### src/rtl/pipe_ctrl_pkg.sv
// rtl/pipe_ctrl_pkg.sv - opcode/funct constants, ALUOp codes, FSM states and the ID/EX control bundle
package pipe_ctrl_pkg;

  localparam logic [5:0] OP_RTYPE = 6'h00;
  localparam logic [5:0] OP_J     = 6'h02;
  localparam logic [5:0] OP_JAL   = 6'h03;
  localparam logic [5:0] OP_BEQ   = 6'h04;
  localparam logic [5:0] OP_SLTI  = 6'h0a;
  localparam logic [5:0] OP_SLTIU = 6'h0b;
  localparam logic [5:0] OP_ANDI  = 6'h0c;
  localparam logic [5:0] OP_LUI   = 6'h0f;
  localparam logic [5:0] OP_MUL   = 6'h1c;
  localparam logic [5:0] OP_LW    = 6'h23;
  localparam logic [5:0] OP_SW    = 6'h2b;

  localparam logic [5:0] FN_SLL = 6'h00;
  localparam logic [5:0] FN_SRL = 6'h02;
  localparam logic [5:0] FN_SRA = 6'h03;
  localparam logic [5:0] FN_JR  = 6'h08;
  localparam logic [5:0] FN_MUL = 6'h02;

  localparam logic [2:0] ALU_NONE = 3'b000;
  localparam logic [2:0] ALU_BEQ  = 3'b001;
  localparam logic [2:0] ALU_R    = 3'b010;
  localparam logic [2:0] ALU_AND  = 3'b100;
  localparam logic [2:0] ALU_SLT  = 3'b101;
  localparam logic [2:0] ALU_MUL  = 3'b110;

  typedef enum logic {ST_RUN, ST_MUL_WAIT} mul_state_e;

  // rsvd pads the 19 control bits to a 20-bit bundle and is always zero
  typedef struct packed {
    logic       rsvd;
    logic       valid;
    logic [1:0] PCSrc;
    logic       Branch;
    logic       RegWrite;
    logic [1:0] RegDst;
    logic       MemRead;
    logic       MemWrite;
    logic [1:0] MemtoReg;
    logic       ALUSrc1;
    logic       ALUSrc2;
    logic       ExtOp;
    logic       LuOp;
    logic [3:0] ALUOp;
  } ctrl_t;

  localparam ctrl_t CTRL_BUBBLE = '0;

endpackage

### src/rtl/pipe_ctrl_unit_decode.sv
// rtl/pipe_ctrl_unit_decode.sv - combinational OpCode/Funct to control-bundle decoder
module ctrl_decode
  import pipe_ctrl_pkg::*;
(
  input  logic [5:0] OpCode,
  input  logic [5:0] Funct,
  output ctrl_t      ctrl
);

  logic       is_r, is_jr, is_j, is_jal, is_beq, is_lw, is_sw, is_lui, is_mul, is_shift;
  logic [2:0] alu_lo;

  always_comb begin
    is_r     = (OpCode == OP_RTYPE);
    is_jr    = is_r && (Funct == FN_JR);
    is_j     = (OpCode == OP_J);
    is_jal   = (OpCode == OP_JAL);
    is_beq   = (OpCode == OP_BEQ);
    is_lw    = (OpCode == OP_LW);
    is_sw    = (OpCode == OP_SW);
    is_lui   = (OpCode == OP_LUI);
    is_mul   = (OpCode == OP_MUL) && (Funct == FN_MUL);
    is_shift = is_r && (Funct == FN_SLL || Funct == FN_SRL || Funct == FN_SRA);

    if (is_r)                                         alu_lo = ALU_R;
    else if (is_beq)                                  alu_lo = ALU_BEQ;
    else if (OpCode == OP_ANDI)                       alu_lo = ALU_AND;
    else if (OpCode == OP_SLTI || OpCode == OP_SLTIU) alu_lo = ALU_SLT;
    else if (is_mul)                                  alu_lo = ALU_MUL;
    else                                              alu_lo = ALU_NONE;

    // valid is left clear; the top stamps it with id_valid at acceptance
    ctrl          = CTRL_BUBBLE;
    ctrl.PCSrc    = (is_j || is_jal) ? 2'b01 : (is_jr ? 2'b10 : 2'b00);
    ctrl.Branch   = is_beq;
    ctrl.RegWrite = !(is_sw || is_beq || is_j || is_jr);
    ctrl.RegDst   = (is_jr || is_sw || is_beq || is_j || is_jal) ? 2'b10 :
                    ((is_r || is_mul) ? 2'b01 : 2'b00);
    ctrl.MemRead  = is_lw;
    ctrl.MemWrite = is_sw;
    ctrl.MemtoReg = is_lw ? 2'b01 : (is_jal ? 2'b10 : 2'b00);
    ctrl.ALUSrc1  = is_shift;
    ctrl.ALUSrc2  = !(is_r || is_mul || is_beq);
    ctrl.ExtOp    = !is_lui;
    ctrl.LuOp     = is_lui;
    ctrl.ALUOp    = {OpCode[0], alu_lo};
  end

endmodule

### src/rtl/pipe_ctrl_unit.sv
// rtl/pipe_ctrl_unit.sv - ID-stage hazard/flush control and ID/EX control register
// PIPE_CTRL_MUL_MULTI_EN enables the multicycle mul wait (MUL_WAIT state and counter).
module pipe_ctrl_unit
  import pipe_ctrl_pkg::*;
#(
  parameter int unsigned MUL_LAT = 4,
  parameter int unsigned RA_W    = 5
) (
  input  logic            clk,
  input  logic            reset,
  input  logic            id_valid,
  input  logic [5:0]      OpCode,
  input  logic [5:0]      Funct,
  input  logic [RA_W-1:0] id_rs,
  input  logic [RA_W-1:0] id_rt,
  input  logic            ex_branch_taken,
  output logic            stall,
  output logic            flush_ifid,
  output ctrl_t           ex_ctrl,
  output logic [RA_W-1:0] ex_rt,
  output logic            mul_busy
);

  if (MUL_LAT < 1 || MUL_LAT > 16) begin : g_bad_mul_lat
    $error("pipe_ctrl_unit: MUL_LAT must be within 1..16");
  end

  ctrl_t           dec, ex_ctrl_q, ex_ctrl_d;
  logic [RA_W-1:0] ex_rt_q, ex_rt_d;
  logic            load_use, mul_wait, accept, is_jump;

  ctrl_decode u_decode (
    .OpCode (OpCode),
    .Funct  (Funct),
    .ctrl   (dec)
  );

  assign is_jump  = (dec.PCSrc != 2'b00);
  assign load_use = id_valid && ex_ctrl_q.valid && ex_ctrl_q.MemRead && (ex_rt_q != '0) &&
                    (ex_rt_q == id_rs || ex_rt_q == id_rt);
  assign accept   = !mul_wait && !load_use && !ex_branch_taken;

  // a taken branch squashes IF/ID, so it also releases any stall request
  assign stall      = !reset && !ex_branch_taken && (mul_wait || load_use);
  assign flush_ifid = !reset && (ex_branch_taken || (accept && id_valid && is_jump));

  always_comb begin
    ex_ctrl_d = ex_ctrl_q;
    ex_rt_d   = ex_rt_q;
    if (ex_branch_taken || load_use) begin
      ex_ctrl_d = CTRL_BUBBLE;
      ex_rt_d   = '0;
    end else if (!mul_wait) begin
      ex_ctrl_d       = dec;
      ex_ctrl_d.valid = id_valid;
      ex_rt_d         = id_rt;
    end
  end

  always_ff @(posedge clk) begin
    if (reset) begin
      ex_ctrl_q <= CTRL_BUBBLE;
      ex_rt_q   <= '0;
    end else begin
      ex_ctrl_q <= ex_ctrl_d;
      ex_rt_q   <= ex_rt_d;
    end
  end

`ifdef PIPE_CTRL_MUL_MULTI_EN
  localparam logic [3:0] MUL_CNT_INIT = 4'(MUL_LAT - 1);
  localparam bit         MUL_MULTI    = (MUL_LAT > 1);

  mul_state_e state_q, state_d;
  logic [3:0] cnt_q, cnt_d;

  always_comb begin
    state_d = state_q;
    cnt_d   = cnt_q;
    case (state_q)
      ST_RUN: begin
        if (accept && id_valid && dec.ALUOp[2:0] == ALU_MUL && MUL_MULTI) begin
          state_d = ST_MUL_WAIT;
          cnt_d   = MUL_CNT_INIT;
        end
      end
      ST_MUL_WAIT: begin
        cnt_d = cnt_q - 4'd1;
        if (cnt_q == 4'd1) state_d = ST_RUN;
      end
      default: state_d = ST_RUN;
    endcase
    if (ex_branch_taken) begin
      state_d = ST_RUN;
      cnt_d   = '0;
    end
  end

  always_ff @(posedge clk) begin
    if (reset) begin
      state_q <= ST_RUN;
      cnt_q   <= '0;
    end else begin
      state_q <= state_d;
      cnt_q   <= cnt_d;
    end
  end

  assign mul_wait = (state_q == ST_MUL_WAIT);
`else
  assign mul_wait = 1'b0;
`endif

  assign mul_busy = mul_wait;
  assign ex_ctrl  = ex_ctrl_q;
  assign ex_rt    = ex_rt_q;

endmodule

### config.mk
export PLATFORM = sky130hd
export DESIGN_NAME = pipe_ctrl_unit
export DESIGN_NICKNAME = d
export VERILOG_FILES = /design/src/rtl/pipe_ctrl_pkg.sv /design/src/rtl/pipe_ctrl_unit_decode.sv /design/src/rtl/pipe_ctrl_unit.sv
export SDC_FILE = /design/constraint.sdc
export NUM_CORES = 1
export LEC_CHECK = 0
export BUFFER_PORTS_ARGS = -buffer_cell sky130_fd_sc_hd__buf_2
export CORE_MARGIN = 4
export CORE_UTILIZATION = 47
export DETAILED_ROUTE_END_ITERATION = 12
export GPL_TIMING_DRIVEN = 0
export PLACE_DENSITY = 0.83
export SETUP_SLACK_MARGIN = 0.15
export SYNTH_ARGS = -nofsm -noshare
export SYNTH_HDL_FRONTEND = slang
export SYNTH_SLANG_ARGS = --single-unit
export TNS_END_PERCENT = 20
### constraint.sdc
create_clock -name clk -period 4.2 [get_ports clk]
set_input_delay 0.84 -clock clk [delete_from_list [all_inputs] [get_ports clk]]
set_output_delay 0.84 -clock clk [all_outputs]
set_load 0.05 [all_outputs]
# After elaboration in Yosys (flattened, before gate mapping)
# Cells that the tools add are included.
# Widths: inputs -> output; s select.
[classes]
eq_ne = 15
n_mux = 11
n_reduce_logical = 44
[op_table]
columns = ["op", "count"]
rows = [
  ["$eq 6x4->1 const B", 5],
  ["$eq 6x2->1 const B", 4],
  ["$logic_or 1x1->1", 16],
  ["$logic_and 1x1->1", 13],
  ["$eq 6x6->1 const B", 2],
  ["$logic_not 6->1", 2],
  ["$mux 2", 6],
  ["$eq 5x5->1", 2],
  ["$mux 3", 3],
  ["$reduce_or 3->1", 3],
  ["$eq 6x3->1 const B", 1],
  ["$eq 6x5->1 const B", 1],
  ["$logic_not 1->1", 6],
  ["$reduce_bool 5->1", 1],
  ["$reduce_or 4->1", 1],
  ["$mux 1", 2],
  ["$reduce_bool 2->1", 1],
  ["$reduce_or 2->1", 1],
]
[word_totals]
ff_bits = 25
output_inout_bits = 28

# Longest topological paths before layout
[depth]
word_depth = 10
ltp_mapped = 6
mapped_depth_nobuf = 5

# By module
# From an unflattened synthesis, not the netlist that was laid out.
[hier_totals]
hier_cells = 155
hier_area_um2 = 1291.2
[modules_own_cells]
columns = ["module", "area_per_inst_um2", "cells_per_inst", "n_inst"]
rows = [
  ["pipe_ctrl_unit", 965.9, 108, 1],
  ["ctrl_decode", 325.3, 47, 1],
]

# Least setup slack after synthesis
# Ideal clock, no wire load.
[synth_timing]
kind = "input port to output port"
startpoint = "input Funct[2]"
endpoint = "output flush_ifid"
t_arrival_ns = 2.943
path_stages = 4
n_path_buf = 0
slack_ns = 0.417
path_cell_list = "or3_1 o41ai_1 a31oi_1 a211oi_1"
[synth_via]
elab_chain_len = 8
[synth_lines]
columns = ["element", "line_no", "rtl"]
rows = [
  ["from (decl)", "pipe_ctrl_unit.sv:13", "input logic [5:0] Funct,"],
  ["$eq 6x4->1", "pipe_ctrl_unit_decode.sv:15", "is_jr = is_r && (Funct == FN_JR);"],
  ["$logic_and 1x1->1", "pipe_ctrl_unit_decode.sv:15", ""],
  ["$mux 2 (2 in series)", "pipe_ctrl_unit_decode.sv:34", "ctrl.PCSrc = (is_j || is_jal) ? 2'b01 : (is_jr ? 2'b10 : 2'b00);"],
  ["$reduce_bool 2->1", "pipe_ctrl_unit.sv:38", "assign is_jump = (dec.PCSrc != 2'b00);"],
  ["$logic_and 1x1->1", "pipe_ctrl_unit.sv:45", "assign flush_ifid = !reset && (ex_branch_taken || (accept && id_valid && is_jump));"],
  ["$logic_or 1x1->1", "pipe_ctrl_unit.sv:45", ""],
  ["$logic_and 1x1->1", "pipe_ctrl_unit.sv:45", ""],
  ["to (decl)", "pipe_ctrl_unit.sv:18", "output logic flush_ifid,"],
]
# No other way between the ends.

# Worst setup path after layout
# Ends and elaborated chain as after synthesis.

==> impl_metrics.py <==
metrics = {
    "clocking": {
        "cts_sinks": 23,
        "cts_max_path_buffers": 2,
        "cts_hold_buffers": 0,
        "post_cts_buffers": 0,
        "numCtsBuffers": 3,
        "cts_max_level": 1,
        "clock_latency_ns": 0.31,
        "root_buffer": "clkbuf_4",
        "cts_resized": 0,
        "cts_tree": "built",
        "path_clk_slew_ns": 0.12,
    },
    "global_routing": {
        "track_usage_pct": 17.0,
        "overflow": 0,
        "grt_pass1_wl_um": 3580,
        "antenna_found_initial": 0,
        "grt_max_degree": 14,
        "grt_pass1_vias": 936,
    },
    "setup_path": {
        "crit_fanout": 3,
        "crit_end": "flush_ifid",
        "worst_r2r_endpoint": "ex_ctrl[10]",
        "crit_path_frequent_cell": "buf_2",
        "startpoint_type": "primary input",
        "reg2reg_depth": 5,
        "reg2reg_from": "ex_rt[1]",
        "reg2reg_setup_slack_ns": 2.50,
        "crit_start": "Funct[2]",
        "crit_required_ns": 3.36,
        "crit_chain": "buf_2, or3_1, o41ai_1, a31oi_1, a211oi_1, buf_2",
        "cp_slowest_cell": "o41ai_1",
        "worstPathArrival_ns": 2.55,
        "crit_type": "in -> out",
        "setup.worst_path.end_class": "output port",
        "slowest_delay_ns": 0.48,
    },
    "finish": {
        "layout.cells.non_filler": 200,
        "area_growth_pct": 30.6,
        "nNetsFinal": 200,
        "n_antenna_cell": 0,
        "drive_gt1_share_pct": 35.3,
    },
    "run_status": {
        "run_status": "finished, final reports clean",
    },
    "pwr": {
        "p_leak_nw": 0.685,
        "irDropWorstVdd_mv": 0.167,
        "power.density_nw_per_um2": 304,
    },
    "synth": {
        "yosysTopAreaCell": "dfxtp_1",
        "yosysSeqAreaShare_pct": 45.4,
        "ys_top_cells_by_area": "dfxtp_1, xor2_1, nor2_1",
        "async_flop_share_pct": 0,
        "yosysTopAreaCellShare_pct": 45.4,
        "yosys_most_used_dff": "dfxtp_1",
        "synthesis.area_um2": 1010,
        "avgSynthCellArea_um2": 8.53,
        "yosys_register_bits": 23,
        "yosys_warnings": 0,
        "synthCells": 119,
        "synthTopCellsByCount": "dfxtp_1, nor2_1, inv_1, xor2_1, nor3_1",
        "synth_cell_types": 29,
        "synth_edf_count": 0,
    },
    "sta": {
        "hold_viol": 0,
        "min_period_ns": 3.39,
        "fin_setup_tns_ns": 0,
        "grt_setup_unrepaired": "false",
        "finClkSkew_ns": 0.00146,
        "maxSlewViolCount": 0,
        "period_share_pct": 80.7,
        "fmax_mhz": 295,
        "worstMarginPinSlew_ns": 0.601,
        "setup_viol": 0,
        "relSlewSlack_pct": 59.6,
    },
    "floorplan": {
        "pin_count": 54,
        "die_w_um": 54.5,
        "num_rows": 16,
        "die_h_um": 54.5,
        "coreArea_um2": 2000,
        "design.die.area_um2": 2970,
        "initial_core_util_pct": 50.7,
    },
    "drt": {
        "drc_errors": 0,
        "num_vias": 1020,
        "post_drt_wl_per_cell_um": 12.1,
        "ant_nets": 0,
        "drtIter0Drc": 15,
        "first_pass_iters": 4,
        "wl_um": 2430,
        "vias_per_cell": 5.10,
    },
    "place": {
        "portBuffers": 49,
        "finalWeightedCongestion": 0.918,
        "hpwl_um": 2000,
        "numPlacedInstances": 196,
    },
    "flow_run": {
        "max_cap_violations": 0,
    },
    "min_path": {
        "worstHoldPathType": "reg -> reg",
    },
}
[critical path, delay by kind of cell]
family / cells / cell delay (ns)
AO/OA/AOI/OAI: 3 / 0.90
buffers and inverters: 2 / 0.40
AND/OR/NAND/NOR: 1 / 0.40
[sequential cells by signal, summed over array words and instances (netlist names)]
name     count
ex_ctrl     18
ex_rt        5
[cells by family after synthesis]
logic type      after synthesis  share of synthesized area, %
simple gates                 55                          26.4
flops                        23                          45.4
buf+inv                      17                          8.38
compound gates               13                          10.9
xor+xnor                     10                          8.63
other cells                   1                         0.370
[power breakdown]
group,switching [mW],internal (mW)
Combinational,0.0520,0.0252
Clock,0.0636,0.0356
Sequential,0.00328,0.223
[stage by stage]
| stage | hold WS (ns) | setup WS, ns | total power [mW] | utilization, % | area (um2) |
|---|---|---|---|---|---|
| after floorplan | 0.881 | 0.417 | 0.282 | - | 1020 |
| after global placement | 0.690 | 0.850 | 0.306 | 64.8 | 1300 |
| after detailed placement | 0.708 | 0.861 | 0.308 | 64.8 | 1300 |
| after CTS | 0.733 | 0.848 | 0.406 | 66.2 | 1330 |
| after global routing | 0.738 | 0.661 | 0.423 | 66.2 | 1330 |
| final | 0.735 | 0.811 | 0.403 | 66.2 | 1330 |
[metal layers]
layer | wire (um) | global-route usage, % | vias to the layer above
met5 | 0 | 0 | -
met4 | 53 | 14.5 | 0
met3 | 256 | 2.72 | 9
met2 | 1160 | 29.5 | 51
met1 | 960 | 17.7 | 451
li1 | - | - | 509
[cell usage in the layout (no fill, tap or decap), types with 2 or more instances in the layout]
cell      synthesis  routed
buf_2             0      49
nor2_1           23      23
dfxtp_1          23      23
inv_1            11      11
xor2_1           10      10
nor3_1            8       8
nor4_1            6       6
nand2_1           6       6
nand3_1           3       3
buf_4             3       3
clkbuf_4          0       3
or3_1             2       2
clkbuf_1          2       2
a31oi_1           2       2
a211oi_1          2       2
nand4b_1          2       2
o21ai_0           2       2
conb_1            1       2
[worst min path at each step]
stage,slack [ns],to,cells after the start,from
2_1_floorplan,0.88,ex_ctrl[5],3,ex_ctrl[11]
3_3_place_gp,0.69,ex_ctrl[5],3,ex_ctrl[18]
3_5_place_dp,0.71,ex_ctrl[5],3,ex_ctrl[11]
4_1_cts,0.73,ex_ctrl[5],3,ex_ctrl[18]
5_1_grt,0.74,ex_rt[3],3,id_rt[3]
6_report,0.74,ex_ctrl[5],3,ex_ctrl[11]
[cell type report]
cell class / count / area (um2)
Clock inverter: 1 / 5.00
Buffer: 6 / 43.8
Tap cell: 27 / 33.8
Fill cell: 189 / 677
Inverter: 11 / 41.3
Timing Repair Buffer: 49 / 245
Sequential cell: 23 / 460
Clock buffer: 3 / 22.5
Multi-Input combinational cell: 80 / 473
(Power assumes the default switching activity.)
